--- config.mk ---
export PLATFORM = sky130hd
export DESIGN_NAME = sixteen
export DESIGN_NICKNAME = d
export VERILOG_FILES = /design/src/rtl/sixteen_pkg.sv /design/src/rtl/sixteen_div_counter.sv /design/src/rtl/sixteen.sv
export SDC_FILE = /design/constraint.sdc
export NUM_CORES = 1
export LEC_CHECK = 0
export BUFFER_PORTS_ARGS = -buffer_cell sky130_fd_sc_hd__buf_2
export CAP_MARGIN = 10
export CORE_AREA = 2 2 39 41
export CTS_CLUSTER_DIAMETER = 200
export DETAILED_ROUTE_END_ITERATION = 6
export DIE_AREA = 0 0 41 43
export GPL_TIMING_DRIVEN = 1
export SYNTH_ARGS = -nofsm -noshare
export SYNTH_HDL_FRONTEND = slang
export SYNTH_HIERARCHICAL = 1
export SYNTH_SLANG_ARGS = --single-unit
--- constraint.sdc ---
create_clock -name clk -period 1.5 [get_ports clk]
set_clock_uncertainty 0.2 [all_clocks]
set_input_delay 0.075 -clock clk [delete_from_list [all_inputs] [get_ports clk]]
set_output_delay 0.075 -clock clk [all_outputs]
set_load 0.05 [all_outputs]
--- src/rtl/sixteen_pkg.sv ---
// -----------------------------------------------------------------------------
// sixteen_pkg
// Shared constants and types for the switch-selectable clock divider.
//   DIV_SEL_W : width of the ratio-select switch
//   CNT_W     : width of the divider counter (max ratio 2^CNT_W)
//   div_sel_e : ratio-select encoding (/2, /4, /8, /16)
// -----------------------------------------------------------------------------
package sixteen_pkg;

    localparam int DIV_SEL_W = 2;
    localparam int CNT_W     = 4;

    typedef enum logic [DIV_SEL_W-1:0] {
        DIV2  = 2'b00,
        DIV4  = 2'b01,
        DIV8  = 2'b10,
        DIV16 = 2'b11
    } div_sel_e;

endpackage

--- src/rtl/sixteen_div_counter.sv ---
// -----------------------------------------------------------------------------
// div_counter
// Free-running wrapping up-counter with a synchronous clear, intended for
// reuse by divider blocks.
// Ports:
//   clk : clock, rising-edge active
//   rst : asynchronous active-high reset, forces the count to 0
//   clr : synchronous clear, loads 0 on the next rising edge
//   cnt : current count value
// -----------------------------------------------------------------------------
module div_counter #(
    parameter int W = 4
) (
    input  logic         clk,
    input  logic         rst,
    input  logic         clr,
    output logic [W-1:0] cnt
);

    logic [W-1:0] cnt_q;
    logic [W-1:0] cnt_d;

    always_comb begin
        cnt_d = cnt_q + W'(1);
        if (clr) begin
            cnt_d = '0;
        end
    end

    always_ff @(posedge clk or posedge rst) begin
        if (rst) begin
            cnt_q <= '0;
        end else begin
            cnt_q <= cnt_d;
        end
    end

    assign cnt = cnt_q;

endmodule

--- src/rtl/sixteen.sv ---
// -----------------------------------------------------------------------------
// sixteen
// Switch-selectable clock divider producing a registered 50 %-duty clock.
// Ports:
//   clk   : system clock, rising-edge active
//   rst   : asynchronous active-high reset, clears counter, select and output
//   sw    : ratio select, 00=/2 01=/4 10=/8 11=/16 (synchronous to clk)
//   clk_O : divided clock, flop output
// -----------------------------------------------------------------------------
module sixteen #(
    parameter int CNT_W = sixteen_pkg::CNT_W
) (
    input  logic                              clk,
    input  logic                              rst,
    input  logic [sixteen_pkg::DIV_SEL_W-1:0] sw,
    output logic                              clk_O
);

    import sixteen_pkg::*;

    logic [DIV_SEL_W-1:0] sw_q;
    logic [DIV_SEL_W-1:0] sw_d;
    logic                 clk_o_q;
    logic                 clk_o_d;
    logic [CNT_W-1:0]     cnt;
    logic [CNT_W-1:0]     cnt_inc;
    logic                 sel_change;

    // A select change restarts the counter so the new ratio starts at phase 0.
    assign sel_change = (sw != sw_q);

    div_counter #(
        .W (CNT_W)
    ) u_cnt (
        .clk (clk),
        .rst (rst),
        .clr (sel_change),
        .cnt (cnt)
    );

    // The output follows the selected bit of the value the counter is about
    // to load, so clk_O and cnt stay in phase on the same edge.
    assign cnt_inc = cnt + CNT_W'(1);

    always_comb begin
        sw_d    = sw;
        clk_o_d = 1'b0;
        if (!sel_change) begin
            case (div_sel_e'(sw))
                DIV2:    clk_o_d = cnt_inc[0];
                DIV4:    clk_o_d = cnt_inc[1];
                DIV8:    clk_o_d = cnt_inc[2];
                DIV16:   clk_o_d = cnt_inc[CNT_W-1];
                default: clk_o_d = 1'b0;
            endcase
        end
    end

    always_ff @(posedge clk or posedge rst) begin
        if (rst) begin
            sw_q    <= '0;
            clk_o_q <= 1'b0;
        end else begin
            sw_q    <= sw_d;
            clk_o_q <= clk_o_d;
        end
    end

    assign clk_O = clk_o_q;

endmodule

==> results of run 1 <==
==> per-layer routing <==
layer	wire length [µm]	track usage, %
met5	0	0
met4	12	8.000
met3	67	6.283
met2	312	14.37
met1	320	12.38
==> power by group <==
group | total [mW] | internal [mW] | switching, mW
clock network | 0.180 | 0.102 | 0.0779
registers | 0.207 | 0.198 | 0.00878
logic | 0.0726 | 0.0347 | 0.0379
total | 0.460 | 0.335 | 0.125
==> worst min-delay path, delay by kind of cell <==
kind | cells | cell delay [ps]
AO/OA/AOI/OAI | 2 | 220
buffers and inverters | 1 | 150
==> sequential cells by signal (all words and copies together), names as in the netlist <==
| signal | flops |
|---|---|
| sw_q | 2 |
| clk_O | 1 |
| u_cnt/cnt | 4 |
==> cells by family after synthesis <==
group / count (synthesis)
multiplexers: 1
buffers and inverters: 3
AND/OR/NAND/NOR: 13
XOR/XNOR: 5
flip-flops: 7
adder cells (fa/ha/maj): 2
AO/OA/AOI/OAI: 3
==> repair_timing <==
item / 4_1_cts / 5_1_grt
gates resized for setup: 0 / 0
endpoints found under the hold margin: 9 / 0
hold buffers: 3 / 0
==> worst min path at each step <==
stage	start	to	slack, ps	cells past startpoint
CTS	sw[1]	clk_O	0.5	3
floorplan	rst	clk_O	-370	1
global route	sw[1]	clk_O	20	3
finish	sw[1]	clk_O	10	3
global placement	rst	clk_O	-250	2
detailed placement	rst	sw_q[1]	-240	2
==> layout by cell type, fill, tap and decap left out, types with 2 or more instances in the layout <==
cell type      n
xnor2_1        5
buf_2          4
ha_1           2
dfrtp_1        7
dlygate4sd3_1  3
inv_1          3
nand2_1        3
buf_4          2
nor2b_1        2
clkbuf_4       3
nor2_1         3
==> area by class of cell <==
type	count	area [µm²]	area share (%)
multi-input combinational	24	183.9	38.18
sequential	7	175.2	36.36
timing repair buffer	9	65.06	13.51
clock buffer	4	26.28	5.455
tap	16	20.02	4.156
inverter	3	11.26	2.338
==> flow_summary.html, run 1 <==
<table>
<tr><th>Metric</th><th>Value</th></tr>
<tr><th colspan="2">Final layout</th></tr>
<tr><td>Antenna fix cells</td><td>0</td></tr>
<tr><td>Share of layout cells above drive strength 1</td><td>27.66%</td></tr>
<tr><td>Finished Layout Cells</td><td>63</td></tr>
<tr><td>Count of nets after finishing</td><td>54</td></tr>
<tr><td>Layout overhead on the synthesized area</td><td>30.07%</td></tr>
<tr><td>Fill cells</td><td>147</td></tr>
<tr><td>Cell area after layout</td><td>481.7 µm²</td></tr>
<tr><td>Core utilization of the finished layout</td><td>34.81%</td></tr>
<tr><th colspan="2">Floorplan</th></tr>
<tr><td>Y dimension of the die</td><td>43 µm</td></tr>
<tr><td>Initial cell density of the core</td><td>26.76%</td></tr>
<tr><td>Chip Width</td><td>41 µm</td></tr>
<tr><td>Number of placement rows</td><td>14</td></tr>
<tr><td>Total Die Area</td><td>1763 µm²</td></tr>
<tr><td>I/O pin cnt</td><td>5</td></tr>
<tr><td>Area of the core region</td><td>1384 µm²</td></tr>
<tr><th colspan="2">Worst setup path</th></tr>
<tr><td>Cell at the slowest stage of the critical path</td><td>dlygate4sd3_1</td></tr>
<tr><td>CP required</td><td>1450 ps</td></tr>
<tr><td>Dominant delay contributor by cell family on the critical path</td><td>buffers and inverters</td></tr>
<tr><td>Max incr delay on CP</td><td>530 ps</td></tr>
<tr><td>Stages on worst setup path</td><td>6</td></tr>
<tr><td>Destination of the worst register-to-register timing path</td><td>clk_O</td></tr>
<tr><td>Setup crit end kind</td><td>flip-flop</td></tr>
<tr><td>Worst setup endpoint</td><td>u_cnt/cnt[3]</td></tr>
<tr><td>CP Class</td><td>input pin to flip-flop</td></tr>
<tr><td>Sum of buffers and inverters on the critical path</td><td>2</td></tr>
<tr><td>Slack of the worst reg-to-reg path</td><td>100 ps</td></tr>
<tr><td>Start point of the critical path</td><td>sw[0]</td></tr>
<tr><td>Worst-path fanout max</td><td>7</td></tr>
<tr><td>Setup crit start kind</td><td>input pin</td></tr>
<tr><td>Cell Chain, Critical Path</td><td>dlygate4sd3_1 &gt; buf_2 &gt; xnor2_1 &gt; nand2_1 &gt; nor2_1 &gt; mux2_4</td></tr>
<tr><td>Path depth of the worst reg2reg path</td><td>3</td></tr>
<tr><td>Crit Reg-Reg Startpoint</td><td>u_cnt/cnt[0]</td></tr>
<tr><td>Data arrival, critical path</td><td>1370 ps</td></tr>
<tr><th colspan="2">Timing</th></tr>
<tr><td>RSZ-0062 raised after global routing</td><td>false</td></tr>
<tr><td>Setup-failing EPs final</td><td>0</td></tr>
<tr><td>Pins Over Slew Limit</td><td>0</td></tr>
<tr><td>Worst-margin pin slew</td><td>247.6 ps</td></tr>
<tr><td>Min cycle time layout</td><td>1419 ps</td></tr>
<tr><td>Worst max-slew margin expressed relative to the limit</td><td>83.61%</td></tr>
<tr><td>Hold WS</td><td>12.48 ps</td></tr>
<tr><td>Number of hold-slack violations in the final timing report</td><td>0</td></tr>
<tr><td>Max Clock Freq</td><td>704.8 MHz</td></tr>
<tr><td>Post-route setup TNS</td><td>0 ps</td></tr>
<tr><td>Post-route fraction of the period consumed by the critical path</td><td>94.59%</td></tr>
<tr><td>Final worst slack</td><td>81.22 ps</td></tr>
<tr><th colspan="2">Synthesis</th></tr>
<tr><td>Combined area of all synthesized cells</td><td>370.4 µm²</td></tr>
<tr><td>Share of synthesized cell area in and, or, nand and nor gates</td><td>18.92%</td></tr>
<tr><td>Synth Area in Compound Gates</td><td>8.108%</td></tr>
<tr><td>Synth Area in XOR/XNOR</td><td>11.82%</td></tr>
<tr><td>Main synth FF type</td><td>dfrtp_1</td></tr>
<tr><td>Mux contribution to synthesized area</td><td>4.054%</td></tr>
<tr><td>Number of unique standard cell types used by synthesis</td><td>16</td></tr>
<tr><td>Post-synthesis cell type with the largest combined area</td><td>dfrtp_1</td></tr>
<tr><td>Proportion of synthesized flip-flops having asynchronous set or reset</td><td>100.0%</td></tr>
<tr><td>Synthesized area per cell</td><td>10.89 µm²</td></tr>
<tr><td>Top cells by instance count after synthesis</td><td>7 x dfrtp_1, 5 x xnor2_1, 3 x inv_1, 3 x nand2_1, 3 x nor2_1</td></tr>
<tr><td>Number of nets produced by synthesis</td><td>40</td></tr>
<tr><td>Largest family of logic cells by synthesized area</td><td>simple AND/OR/NAND/NOR gates</td></tr>
<tr><td>Number of flops mapped to enable cells by yosys</td><td>0</td></tr>
<tr><td>Number of warnings issued by yosys</td><td>6</td></tr>
<tr><td>Ranking of synthesized cells by area</td><td>dfrtp_1 47%, xnor2_1 12%, ha_1 6.8%, mux2_4 4.1%, a211oi_2 3.4%</td></tr>
<tr><td>Post-Synth Adder-Cell Area</td><td>6.757%</td></tr>
<tr><td>Most common cell in the synthesized netlist</td><td>dfrtp_1</td></tr>
<tr><td>Area share of the leading cell type in the synthesized netlist</td><td>47.30%</td></tr>
<tr><td>Gate count of the mapped netlist</td><td>34</td></tr>
<tr><td>Flop and latch count out of synthesis</td><td>7</td></tr>
<tr><td>Share of the yosys chip area belonging to registers</td><td>47.30%</td></tr>
<tr><th colspan="2">Routing</th></tr>
<tr><td>Final Routed Wirelength</td><td>713 µm</td></tr>
<tr><td>Number of antenna-violating nets in the routed design</td><td>0</td></tr>
<tr><td>Remaining routing DRC violations</td><td>0</td></tr>
<tr><td>Total number of vias</td><td>283</td></tr>
<tr><td>Number of iterations in the first detailed-routing pass</td><td>4</td></tr>
<tr><td>Routed wire length per instance</td><td>11.32 µm</td></tr>
<tr><td>Detail-routed via count per cell</td><td>4.492</td></tr>
<tr><td>Number of design-rule violations left by the first detailed-router iteration</td><td>7</td></tr>
<tr><th colspan="2">Clock network</th></tr>
<tr><td>H-tree levels</td><td>1</td></tr>
<tr><td>Number of sinks on the clock net</td><td>7</td></tr>
<tr><td>Worst-skew pair later-pin latency</td><td>260 ps</td></tr>
<tr><td>Total clock buffers created by CTS</td><td>3</td></tr>
<tr><td>Post-CTS Setup Bufs</td><td>0</td></tr>
<tr><td>CTS clk-pin slew, worst paths</td><td>60 ps</td></tr>
<tr><td>Number of buffers between clock root and the deepest sink</td><td>2</td></tr>
<tr><td>TritonCTS clock tree</td><td>yes</td></tr>
<tr><td>Buffer cell driving the clock tree root</td><td>clkbuf_4</td></tr>
<tr><th colspan="2">Power</th></tr>
<tr><td>Power per cell area</td><td>954.4 nW/µm²</td></tr>
<tr><td>Total leakage power</td><td>0.2312 nW</td></tr>
<tr><td>VDD IR max</td><td>0.4076 mV</td></tr>
<tr><td>Overall Power</td><td>459.7 µW</td></tr>
<tr><th colspan="2">Global routing</th></tr>
<tr><td>Number of antenna violations at the first check in global routing</td><td>0</td></tr>
<tr><td>Pin count of the biggest net entering global routing</td><td>8</td></tr>
<tr><td>Overall fraction of global-route tracks in use</td><td>10.89%</td></tr>
<tr><td>Number of global-route vias before repair</td><td>278</td></tr>
<tr><td>Remaining Overflow, GRT</td><td>0</td></tr>
<tr><td>Global-route wire length before repair</td><td>1.186 mm</td></tr>
<tr><th colspan="2">Job</th></tr>
<tr><td>Maximum capacitance violations</td><td>0</td></tr>
<tr><th colspan="2">Place</th></tr>
<tr><td>Post-DP Area</td><td>425.4 µm²</td></tr>
<tr><td>Worst-case setup slack after placement</td><td>104.4 ps</td></tr>
<tr><td>HPWL after DPL</td><td>517.7 µm</td></tr>
<tr><td>Gp weighted congestion</td><td>0.7073</td></tr>
<tr><td>Post-Place Cells</td><td>56</td></tr>
<tr><td>Count of input and output buffers</td><td>4</td></tr>
<tr><th colspan="2">Run status</th></tr>
<tr><td>Result of the run</td><td>completed</td></tr>
<tr><th colspan="2">Worst hold path</th></tr>
<tr><td>Min-delay worst type</td><td>input pin to flip-flop</td></tr>
</table>
No activity file was read; power rests on OpenSTA's default activity.
==> inputs of run 2 (changes only) <==
Clock period 1.5 ns to 1.7 ns, I/O delays scaled along.
==> run 2 against run 1 <==
  * Worst setup slack better by 67 ps
  * Global-route usage down 1.4 points
  * Final cell count is 3.2% lower
  * Non-clock buffer count down 2
  * Register-to-register slack better by 140 ps
  * Flip-flop and latch count unchanged
  * First-iteration DRC count is 71% lower
==> flow_summary.html, run 2 (synthesis results as in run 1) <==
<table>
<tr><th>Metric</th><th>Value</th></tr>
<tr><th colspan="2">Final layout</th></tr>
<tr><td>Most common library cell in the layout ignoring fill and taps</td><td>dfrtp_1</td></tr>
<tr><td>Count of nets after finishing</td><td>52</td></tr>
<tr><td>Layout overhead on the synthesized area</td><td>26.01%</td></tr>
<tr><td>Finished Layout Cells</td><td>61</td></tr>
<tr><td>Commonest cells after routing, fill and taps aside</td><td>7 x dfrtp_1, 5 x xnor2_1, 4 x buf_2</td></tr>
<tr><td>Antenna fix cells</td><td>0</td></tr>
<tr><td>Flip-flop count of the largest register after layout</td><td>4</td></tr>
<tr><td>Share of layout cells above drive strength 1</td><td>24.44%</td></tr>
<tr><td>Core utilization of the finished layout</td><td>33.73%</td></tr>
<tr><th colspan="2">Floorplan</th></tr>
<tr><td>Number of placement rows</td><td>14</td></tr>
<tr><td>Initial cell density of the core</td><td>26.76%</td></tr>
<tr><td>Total Die Area</td><td>1763 µm²</td></tr>
<tr><td>Y dimension of the die</td><td>43 µm</td></tr>
<tr><td>I/O pin cnt</td><td>5</td></tr>
<tr><td>Chip Width</td><td>41 µm</td></tr>
<tr><td>Area of the core region</td><td>1384 µm²</td></tr>
<tr><th colspan="2">Timing</th></tr>
<tr><td>Hold WS</td><td>47.51 ps</td></tr>
<tr><td>Post-route fraction of the period consumed by the critical path</td><td>91.28%</td></tr>
<tr><td>Pins Over Slew Limit</td><td>0</td></tr>
<tr><td>Worst-margin pin slew</td><td>246.1 ps</td></tr>
<tr><td>RSZ-0062 raised after global routing</td><td>false</td></tr>
<tr><td>Number of hold-slack violations in the final timing report</td><td>0</td></tr>
<tr><td>Min cycle time layout</td><td>1552 ps</td></tr>
<tr><td>Worst max-slew margin expressed relative to the limit</td><td>83.71%</td></tr>
<tr><td>Post-route setup TNS</td><td>0 ps</td></tr>
<tr><td>Setup-failing EPs final</td><td>0</td></tr>
<tr><td>Max Clock Freq</td><td>644.4 MHz</td></tr>
<tr><th colspan="2">Worst setup path</th></tr>
<tr><td>CP Class</td><td>input pin to flip-flop</td></tr>
<tr><td>Worst-path fanout max</td><td>7</td></tr>
<tr><td>Data arrival, critical path</td><td>1550 ps</td></tr>
<tr><td>Sum of buffers and inverters on the critical path</td><td>2</td></tr>
<tr><td>Max incr delay on CP</td><td>530 ps</td></tr>
<tr><td>Setup crit end kind</td><td>flip-flop</td></tr>
<tr><td>Dominant delay contributor by cell family on the critical path</td><td>buffers and inverters</td></tr>
<tr><td>Path depth of the worst reg2reg path</td><td>3</td></tr>
<tr><td>Setup crit start kind</td><td>input pin</td></tr>
<tr><td>Crit Reg-Reg Startpoint</td><td>u_cnt/cnt[0]</td></tr>
<tr><td>Cell Chain, Critical Path</td><td>dlygate4sd3_1 &gt; buf_2 &gt; or3_1 &gt; a211oi_2 &gt; o221a_2</td></tr>
<tr><td>Cell at the slowest stage of the critical path</td><td>dlygate4sd3_1</td></tr>
<tr><td>Slack of the worst reg-to-reg path</td><td>240 ps</td></tr>
<tr><td>Destination of the worst register-to-register timing path</td><td>clk_O</td></tr>
<tr><td>CP required</td><td>1700 ps</td></tr>
<tr><th colspan="2">Clock network</th></tr>
<tr><td>Post-CTS Setup Bufs</td><td>0</td></tr>
<tr><td>Total clock buffers created by CTS</td><td>3</td></tr>
<tr><td>Post-cts gate resize count</td><td>0</td></tr>
<tr><td>TritonCTS clock tree</td><td>yes</td></tr>
<tr><td>Number of sinks on the clock net</td><td>7</td></tr>
<tr><td>H-tree levels</td><td>1</td></tr>
<tr><td>Buffer cell driving the clock tree root</td><td>clkbuf_4</td></tr>
<tr><td>CTS clk-pin slew, worst paths</td><td>60 ps</td></tr>
<tr><td>Number of buffers between clock root and the deepest sink</td><td>2</td></tr>
<tr><td>Worst-skew pair later-pin latency</td><td>260 ps</td></tr>
<tr><td>Number of hold buffers added after cts</td><td>3</td></tr>
<tr><th colspan="2">Worst hold path</th></tr>
<tr><td>Min-delay worst type</td><td>input pin to async pin</td></tr>
<tr><th colspan="2">Global routing</th></tr>
<tr><td>Number of antenna violations at the first check in global routing</td><td>0</td></tr>
<tr><td>Global-route wire length before repair</td><td>1.062 mm</td></tr>
<tr><td>Number of global-route vias before repair</td><td>265</td></tr>
<tr><td>Overall fraction of global-route tracks in use</td><td>9.457%</td></tr>
<tr><td>Remaining Overflow, GRT</td><td>0</td></tr>
<tr><td>Pin count of the biggest net entering global routing</td><td>8</td></tr>
<tr><th colspan="2">Power</th></tr>
<tr><td>Internal power summed over all cells</td><td>289.1 µW</td></tr>
<tr><td>Sw Ratio</td><td>27.14%</td></tr>
<tr><td>Sequential power share</td><td>46.6%</td></tr>
<tr><td>Power per cell area</td><td>850.0 nW/µm²</td></tr>
<tr><td>Total leakage power</td><td>0.2216 nW</td></tr>
<tr><td>Combinational Power Share</td><td>13.3%</td></tr>
<tr><td>VDD IR max</td><td>0.3671 mV</td></tr>
<tr><td>Net Switching</td><td>107.7 µW</td></tr>
<tr><td>Share of power burned in the clock network</td><td>40.2%</td></tr>
<tr><th colspan="2">Routing</th></tr>
<tr><td>Routed wire length per instance</td><td>11.30 µm</td></tr>
<tr><td>Remaining routing DRC violations</td><td>0</td></tr>
<tr><td>Final Routed Wirelength</td><td>689 µm</td></tr>
<tr><td>Number of design-rule violations left by the first detailed-router iteration</td><td>2</td></tr>
<tr><td>Detail-routed via count per cell</td><td>4.443</td></tr>
<tr><td>Number of iterations in the first detailed-routing pass</td><td>2</td></tr>
<tr><td>Number of antenna-violating nets in the routed design</td><td>0</td></tr>
<tr><td>Total number of vias</td><td>271</td></tr>
<tr><th colspan="2">Job</th></tr>
<tr><td>Maximum capacitance violations</td><td>0</td></tr>
<tr><th colspan="2">Place</th></tr>
<tr><td>HPWL after DPL</td><td>510.3 µm</td></tr>
<tr><td>Post-Place Cells</td><td>54</td></tr>
<tr><td>Count of input and output buffers</td><td>4</td></tr>
<tr><td>Gp weighted congestion</td><td>0.6257</td></tr>
<tr><th colspan="2">Run status</th></tr>
<tr><td>Result of the run</td><td>completed</td></tr>
</table>
[run 2: worst reg2reg max path: cells and delay by family (launching register included)]
family             cells  cell delay (ps)
DFF                    1              440
AOI/OAI and AO/OA      2              390
and+or+nand+nor        1              380
[run 2: area by class of cell]
type	instances	area (µm²)
clock buffers	4	26.28
fillers	148	917.1
inverters	3	11.26
multi-input cells	24	183.9
well taps	16	20.02
flip-flops and latches	7	175.2
repair buffers	7	50.05
[run 2: power groups by stage]
stage	registers [mW]	logic, mW	clock network, mW
5_1_grt	0.186	0.0599	0.174
4_1_cts	0.185	0.0532	0.163
6_report	0.185	0.0527	0.159
3_3_place_gp	0.187	0.0477	0
2_1_floorplan	0.191	0.0280	0
3_5_place_dp	0.188	0.0480	0
[run 2: layer usage]
metal	global-route usage [%]	vias up	part of all wire, %
met2	14.69	8	49
met3	6.283	3	7.7
li1	-	136	-
met1	9.385	124	42
met5	0	-	0
met4	4.000	0	1.2
[run 2: stage by stage]
step | worst slack (ps) | area [µm²] | total power [mW]
finish | 148.3 | 466.7 | 0.3967
CTS | 143.6 | 466.7 | 0.4018
floorplan | 304.4 | 370.4 | 0.2191
global placement | 276.9 | 410.4 | 0.2347
global route | 115.9 | 466.7 | 0.4202
detailed placement | 237.2 | 410.4 | 0.2358
[run 2: worst max-delay path by stage]
| stage | start | endpoint | slack (ps) | cells after the start |
|---|---|---|---|---|
| 6_report | sw[1] | clk_O | 150 | 5 |
| 5_1_grt | sw[1] | clk_O | 120 | 5 |
| 4_1_cts | sw[1] | clk_O | 140 | 5 |
| 3_5_place_dp | u_cnt/cnt[0] | clk_O | 240 | 3 |
| 3_3_place_gp | u_cnt/cnt[0] | clk_O | 280 | 3 |
| 2_1_floorplan | u_cnt/cnt[0] | clk_O | 300 | 3 |
